File: src/rtl/fpga_config_sequencer.sv
// Streams bitstream words into the eFPGA frame shift register, then fires the
// one-hot strobe-counter controls for each frame. Runs on the config clock.
module fpga_config_sequencer #(
    parameter int NUM_ROWS       = 6,
    parameter int FRAME_BITS_ROW = 32,
    parameter int NUM_COLS       = 8,
    parameter int MAX_FRAMES_COL = 36,
    parameter int STROBE_CYCLES  = 2
) (
    input  logic                      wb_clk_i,
    input  logic                      wb_rst_i,
    input  logic                      start,
    input  logic                      abort,
    input  logic [15:0]               cfg_frames,
    input  logic [FRAME_BITS_ROW-1:0] in_data,
    input  logic                      in_valid,
    output logic                      in_ready,
    output logic                      fd_shift,
    output logic                      fd_data,
    output logic                      rs_reset,
    output logic                      rs_incr,
    output logic                      rs_strobe,
    output logic                      busy,
    output logic                      done,
    output logic                      error,
    output logic [15:0]               frame_idx
);

    localparam int MAX_FRAMES = NUM_COLS * MAX_FRAMES_COL;
    localparam int BIT_W      = (FRAME_BITS_ROW > 1) ? $clog2(FRAME_BITS_ROW) : 1;
    localparam int ROW_W      = (NUM_ROWS > 1) ? $clog2(NUM_ROWS) : 1;
    localparam int STB_W      = (STROBE_CYCLES > 1) ? $clog2(STROBE_CYCLES) : 1;

    localparam logic [BIT_W-1:0] BIT_LAST     = BIT_W'(FRAME_BITS_ROW - 1);
    localparam logic [ROW_W-1:0] ROW_LAST     = ROW_W'(NUM_ROWS - 1);
    localparam logic [STB_W-1:0] STB_LAST     = STB_W'(STROBE_CYCLES - 1);
    localparam logic [15:0]      MAX_FRAMES_W = 16'(MAX_FRAMES);

    typedef enum logic [2:0] {
        S_IDLE,
        S_CLR,
        S_LOAD,
        S_SHIFT,
        S_STROBE,
        S_INCR,
        S_DONE
    } state_t;

    state_t                    state;
    logic [FRAME_BITS_ROW-1:0] word_sr;
    logic [BIT_W-1:0]          bit_cnt;
    logic [ROW_W-1:0]          row_cnt;
    logic [STB_W-1:0]          stb_cnt;
    logic [15:0]               frames_cfg;

    // NOTE: every output is a register updated together with state, so each
    // branch assigns the output values that belong to the state being entered.
    always_ff @(posedge wb_clk_i) begin
        if (wb_rst_i) begin
            state      <= S_IDLE;
            word_sr    <= '0;
            bit_cnt    <= '0;
            row_cnt    <= '0;
            stb_cnt    <= '0;
            frames_cfg <= '0;
            in_ready   <= 1'b0;
            fd_shift   <= 1'b0;
            fd_data    <= 1'b0;
            rs_reset   <= 1'b0;
            rs_incr    <= 1'b0;
            rs_strobe  <= 1'b0;
            busy       <= 1'b0;
            done       <= 1'b0;
            error      <= 1'b0;
            frame_idx  <= '0;
        end else if (abort) begin
            // Abort truncates whatever is in flight; frame_idx keeps the committed count.
            state     <= S_IDLE;
            in_ready  <= 1'b0;
            fd_shift  <= 1'b0;
            fd_data   <= 1'b0;
            rs_reset  <= 1'b0;
            rs_incr   <= 1'b0;
            rs_strobe <= 1'b0;
            busy      <= 1'b0;
            if (busy) error <= 1'b1;
        end else begin
            case (state)
                S_IDLE, S_DONE: begin
                    if (start) begin
                        state      <= S_CLR;
                        frames_cfg <= cfg_frames;
                        rs_reset   <= 1'b1;
                        frame_idx  <= '0;
                        row_cnt    <= '0;
                        busy       <= 1'b1;
                        done       <= 1'b0;
                        error      <= 1'b0;
                    end
                end
                S_CLR: begin
                    rs_reset <= 1'b0;
                    if (frames_cfg == 16'd0 || frames_cfg > MAX_FRAMES_W) begin
                        state <= S_DONE;
                        busy  <= 1'b0;
                        done  <= 1'b1;
                        error <= (frames_cfg > MAX_FRAMES_W);
                    end else begin
                        state    <= S_LOAD;
                        in_ready <= 1'b1;
                    end
                end
                S_LOAD: begin
                    if (in_valid && in_ready) begin
                        state    <= S_SHIFT;
                        in_ready <= 1'b0;
                        fd_shift <= 1'b1;
                        fd_data  <= in_data[0];
                        word_sr  <= in_data >> 1;
                        bit_cnt  <= '0;
                    end
                end
                S_SHIFT: begin
                    if (bit_cnt == BIT_LAST) begin
                        fd_shift <= 1'b0;
                        fd_data  <= 1'b0;
                        if (row_cnt == ROW_LAST) begin
                            state     <= S_STROBE;
                            row_cnt   <= '0;
                            stb_cnt   <= '0;
                            rs_strobe <= 1'b1;
                        end else begin
                            state    <= S_LOAD;
                            row_cnt  <= row_cnt + ROW_W'(1);
                            in_ready <= 1'b1;
                        end
                    end else begin
                        fd_data <= word_sr[0];
                        word_sr <= word_sr >> 1;
                        bit_cnt <= bit_cnt + BIT_W'(1);
                    end
                end
                S_STROBE: begin
                    if (stb_cnt == STB_LAST) begin
                        state     <= S_INCR;
                        rs_strobe <= 1'b0;
                        rs_incr   <= 1'b1;
                    end else begin
                        stb_cnt <= stb_cnt + STB_W'(1);
                    end
                end
                S_INCR: begin
                    rs_incr   <= 1'b0;
                    frame_idx <= frame_idx + 16'd1;
                    if (frame_idx + 16'd1 == frames_cfg) begin
                        state <= S_DONE;
                        busy  <= 1'b0;
                        done  <= 1'b1;
                    end else begin
                        state    <= S_LOAD;
                        in_ready <= 1'b1;
                    end
                end
                default: state <= S_IDLE;
            endcase
        end
    end

endmodule

File: config.mk
export PLATFORM = sky130hd
export DESIGN_NAME = fpga_config_sequencer
export DESIGN_NICKNAME = d
export VERILOG_FILES = /design/src/rtl/fpga_config_sequencer.sv
export SDC_FILE = /design/constraint.sdc
export NUM_CORES = 1
export LEC_CHECK = 0
export BUFFER_PORTS_ARGS = -buffer_cell sky130_fd_sc_hd__buf_2
export CELL_PAD_IN_SITES_DETAIL_PLACEMENT = 1
export CELL_PAD_IN_SITES_GLOBAL_PLACEMENT = 2
export CORE_ASPECT_RATIO = 0.5
export CORE_MARGIN = 2
export CORE_UTILIZATION = 35
export CTS_CLUSTER_SIZE = 12
export DETAILED_ROUTE_END_ITERATION = 10
export PLACE_DENSITY = 0.89
export SLEW_MARGIN = 30
export SYNTH_ARGS = -nofsm -noshare
export SYNTH_HDL_FRONTEND = slang
export SYNTH_SLANG_ARGS = --single-unit
File: constraint.sdc
create_clock -name wb_clk_i -period 4.3 [get_ports wb_clk_i]
set_input_delay 0.215 -clock wb_clk_i [delete_from_list [all_inputs] [get_ports wb_clk_i]]
set_output_delay 0.215 -clock wb_clk_i [all_outputs]
set_load 0.03 [all_outputs]
======== Word level (Yosys, flattened, before mapping) ========
Index checks and enable logic that the tools add are counted.
word-level totals
  logic and storage cells ................. 130
  input bits .............................. 53
  bits in registers ....................... 85
cells by class
  reduce and logical (&&, ||, !) cells .... 30
  equality and inequality tests ........... 23
  bitwise operators ....................... 1
  add/subtract/negate cells ............... 4
  order comparisons ....................... 1
  multiplexer cells ....................... 55
operator list
  kind                   number
  $mux 32                2
  $pmux 32 s2            1
  $pmux 16 s2            1
  $mux 3                 10
  $reduce_and 4->1       7
  $mux 1                 25
  $ne 2x2->1 const B     11
  $pmux 3 s6             1
  $add 16x1->16 const B  1
  $eq 16x16->1           1
  $gt 16x9->1 const B    1
  $logic_not 16->1       1
  $mux 16                1
  $pmux 1 s2             7
  $eq 3x3->1 const B     4
  $reduce_bool 2->1      6
  $mux 5                 2
  $pmux 5 s2             1
  $reduce_and 3->1       3
  $eq 3x2->1 const B     2
  $ne 3x3->1 const B     2
  $pmux 1 s3             2
  $pmux 3 s2             1
  $reduce_and 2->1       3
  other kinds (16)       18

======== Depth between registers and ports, before layout ========
  depth in word-level cells ............... 5
  mapped depth ............................ 9
  mapped depth without buffers ............ 9

======== Worst setup path after synthesis ========
No wires, ideal clock.
  path kind ............................... register to register
  from .................................... register frame_idx[0]
  to ...................................... register state[2]
  data required time ...................... 4226 ps
  cell stages (with the launch flop) ...... 8
  data arrival time ....................... 2623 ps
  setup slack ............................. 1603 ps
  path through ............................ dfxtp_1 > ha_1 > nand3_2 > or3_1 > a32o_1 > a2111o_1 > or4_1 > a31oi_1
between the ends
  word-level cells in the longest chain between the ends .. 4
ends and longest elaborated chain
  element                   RTL line  text
  start: declaration        26        output logic [15:0] frame_idx
  start signal: assignment  154       frame_idx <= frame_idx + 16'd1;
  $add 16x1->16             155       if (frame_idx + 16'd1 == frames_cfg) begin
  $eq 16x16->1              155
  $mux 3                    155
  $pmux 3 s6                88        case (state)
  end signal: assignment    91        state <= S_CLR;
  end signal: assignment    156       state <= S_DONE;
  end signal: assignment    160       state <= S_LOAD;
  end: declaration          49        state_t state;
Every way passes these cells.
A chain may end at the register's enable or synchronous reset.

======== Worst setup path after layout ========
  from .................................... register frame_idx[0]
  to ...................................... register busy
between the ends
  word-level cells in the longest chain between the ends .. 4
ends and longest elaborated chain
  element                     RTL line  text
  $add 16x1->16               155
  $eq 16x16->1                155
  $ne 2x2->1 (no line)        --
  $reduce_and 4->1 (no line)  --
  end signal: assignment      96        busy <= 1'b1;
  end signal: assignment      105       busy <= 1'b0;
  end signal: assignment      157       busy <= 1'b0;
  end: declaration            23        output logic busy,
Every way passes these cells.

==> results.md <==
* Die X at about 160 µm
* CTS tree: built
* Resized cells post-CTS at 0
* Post-synthesis simple-gate area fraction at between 20% and 30%
* Site Rows at 29
* Largest net degree at the start of global routing at 52
* Crit-path cells: ha_1, nand3_2, or3_1, a32o_1, a2111o_1, nor4_1, o32ai_1
* Post-CTS setup buffers at 0
* Status: finished clean
* PD cells at 339 nW/µm²
* Total clock sinks at 84
* Ports at just under 80
* Slowest stage delay, CP at around 0.66 ns
* Starting Density at 35.4%
* Pre-CTS setup slack at roughly 1.3 ns
* Post-layout instance area at 5210 µm²
* Hold-fix buffers, CTS at 0
* Leakage Power at about 2 nW
* Initial antenna violation count at 1
* Crit path DAT at between 3 and 4 ns
* Synthesis-stage register bit count at 84
* Gr ovfl total at 0
* Vias in the first global route at around 4400
* Placed Area at ~4900 µm²
* Setup crit start kind: register
* Yosys top cell area share at 37.9%
* Area of the die at ~14000 µm²
* Worst VDD drop at 0.183 mV
* Layout cells sized above 1 at approximately a fifth
* Crit path capture type: register
* H-Tree Depth at 3
* # DRC at 0
* ANT nets after route at 0
* CP Max Fanout at 10
* Most frequent cells in the layout: dfxtp_1 (84), nand2_1 (82), buf_2 (76), nor2_1 (71), a21oi_1 (44)
* Leading cell type in the layout, fill and taps excluded: dfxtp_1
* Syn avg cell area at around 7.8 µm²
* Clock skew at ~0.012 ns
* EDFF count, synth at 0
* Die Ht at ~84 µm
* Final Hold Vio Count at 0
* Minimum clock period at 3.06 ns
* Setup violators final at 0
* WL final at 13.0 mm
* Top_reg_cell synth: dfxtp_1
* Starting DRT DRC Count at roughly 200
* Post-Place Cells at 777
* Core area at 12500 µm²
* IO buf count at just under 80
* Yosys top cell by area: dfxtp_1
* All-Layer GR Usage at between 10% and 20%
* Clock Latency Late Sink at about 0.35 ns
* Sequential fraction of the synthesis area at a little under two fifths
* Synth warn at 0
* Worst-margin pin slew at approximately 0.87 ns
* WL per Instance at approximately 16 µm
* DPL Wire Length at about 8.9 mm
* Xor-xnor portion of the synthesized cell area at under 10%
* DR pass1 iterations at 4
* Slowest cell on the critical path: nor4_1
* Vias per cell at between 5 and 6
* Worst hold-check path type: input port to register
* Main combinational cell family by area after synthesis: simple AND/OR/NAND/NOR gates
* Final Wtd Congestion at ~0.76
* Nets at between 600 and 700
* Critical Setup Path Class: register to register
* RSZ-0062 raised after global routing: false
* Syn nets at roughly 620
* Max-cap check violation count at 0
* Data required, critical path at ~4.5 ns
* Final Cycle Share at 71.2%
* Pins over their slew limit at 0
* Clock Path Buffers at 2
* Syn Std Cell Area at 4440 µm²
* Mux share of post-synthesis cell area at roughly 1.2%
* Maximum achievable frequency at between 300 and 400 MHz
* Synth area leaders: dfxtp_1 (38%), nand2_1 (6.9%), a311oi_1 (6.3%), nor2_1 (6.2%), a21oi_1 (5.0%)
* Min Hold Slack at about 0.10 ns
* Area growth, synth to finish at 17.5%
* Synth Area in Compound Gates at around a fifth
* Root buf cell: clkbuf_16
* PnR worst setup slack at between 1 and 1.5 ns
* Setup TNS at 0 ns
* Num CTS Buffers at 9
* Synthesized instance count at around 570
* # diodes at 0
* DR vias at 4366
* Asr flop ratio synth at 0%
* Finished Layout Cells at roughly 790
* Post-synthesis cell type count at 62
* Synth Area in Adders at less than 1%
* Relative slew slack at between 40% and 50%
* Clk pin slew, worst setup/hold paths at around 0.070 ns
* # fillers at 1541
* First-pass GRT wire length at about 22 mm
## worst max-delay path, delay by kind of cell (launching register included)
kind / cells / cell delay, ns
flops: 1 / 0.51
compound gates: 3 / 0.76
simple gates: 3 / 1.32
fa+ha+maj: 1 / 0.32
## state kept, by name, summed over array words and instances (netlist names), 3 cells and up
register    flops
word_sr        31
frame_idx      16
frames_cfg     16
bit_cnt         5
row_cnt         3
state           3
## Yosys cell counts (5+ instances only)
cell      number
a21oi_1       44
a22oi_1        5
a311oi_1      32
clkbuf_1      34
dfxtp_1       84
inv_1          5
nand2_1       82
nand2b_1       5
nand3_1       40
nand3b_1       5
nor2_1        73
nor2b_1       10
nor3_1        11
nor4_1         6
o21ai_0       30
or3_1          5
or4_1          5
xnor2_1       16
xor2_1         9
## power breakdown
group / internal, W / total (W) / leakage, nW / switching (W)
clock: 0.000459 / 0.000807 / 0.147 / 0.000349
combinational: 0.0000582 / 0.000153 / 1.14 / 0.0000946
sequential: 0.000790 / 0.000808 / 0.679 / 0.0000179
## stage by stage
stage / power (W) / utilization [%]
2_1_floorplan: 0.000917 / -
3_3_place_gp: 0.000975 / 38.7
3_5_place_dp: 0.000979 / 39.2
4_1_cts: 0.00179 / 41.6
5_1_grt: 0.00185 / 41.6
6_report: 0.00177 / 41.6
## final cells by class
cell class	count	area, µm²	share of cell area [%]
flip-flops and latches	84	1680	32.3
inverters	5	18.8	0.360
repair buffers	84	480	9.22
multi-input cells	434	2510	48.2
clock buffers	9	225	4.32
clock inverters	7	81.3	1.56
well taps	170	213	4.08
## cells by family after synthesis
kind of cell,count (synthesis)
simple gates,264
xor+xnor,25
buf+inv,50
mux,5
flops,84
compound gates,137
fa+ha+maj,3
## final timing paths
path	end	slack, ns	cells past startpoint	start
hold reg to reg	rs_incr$_SDFFE_PP0P_	0.49	2	rs_incr$_SDFFE_PP0P_
hold / removal	frames_cfg[14]$_SDFFE_PP0P_	0.10	3	cfg_frames[14]
setup reg to reg	busy$_SDFFE_PP0P_	1.24	7	frame_idx[0]$_SDFFE_PP0P_
setup / recovery	busy$_SDFFE_PP0P_	1.24	7	frame_idx[0]$_SDFFE_PP0P_
## layer usage
layer  track usage [%]  share of wire [%]  vias to the layer above
met4              5.15                1.1                        2
met2              33.3                 47                       71
li1                  -                  -                     2139
met3              4.17                3.1                       17
met5                 0               0.10                        -
met1              25.2                 49                     2137
Note: power is estimated with default switching activity, not from simulation.
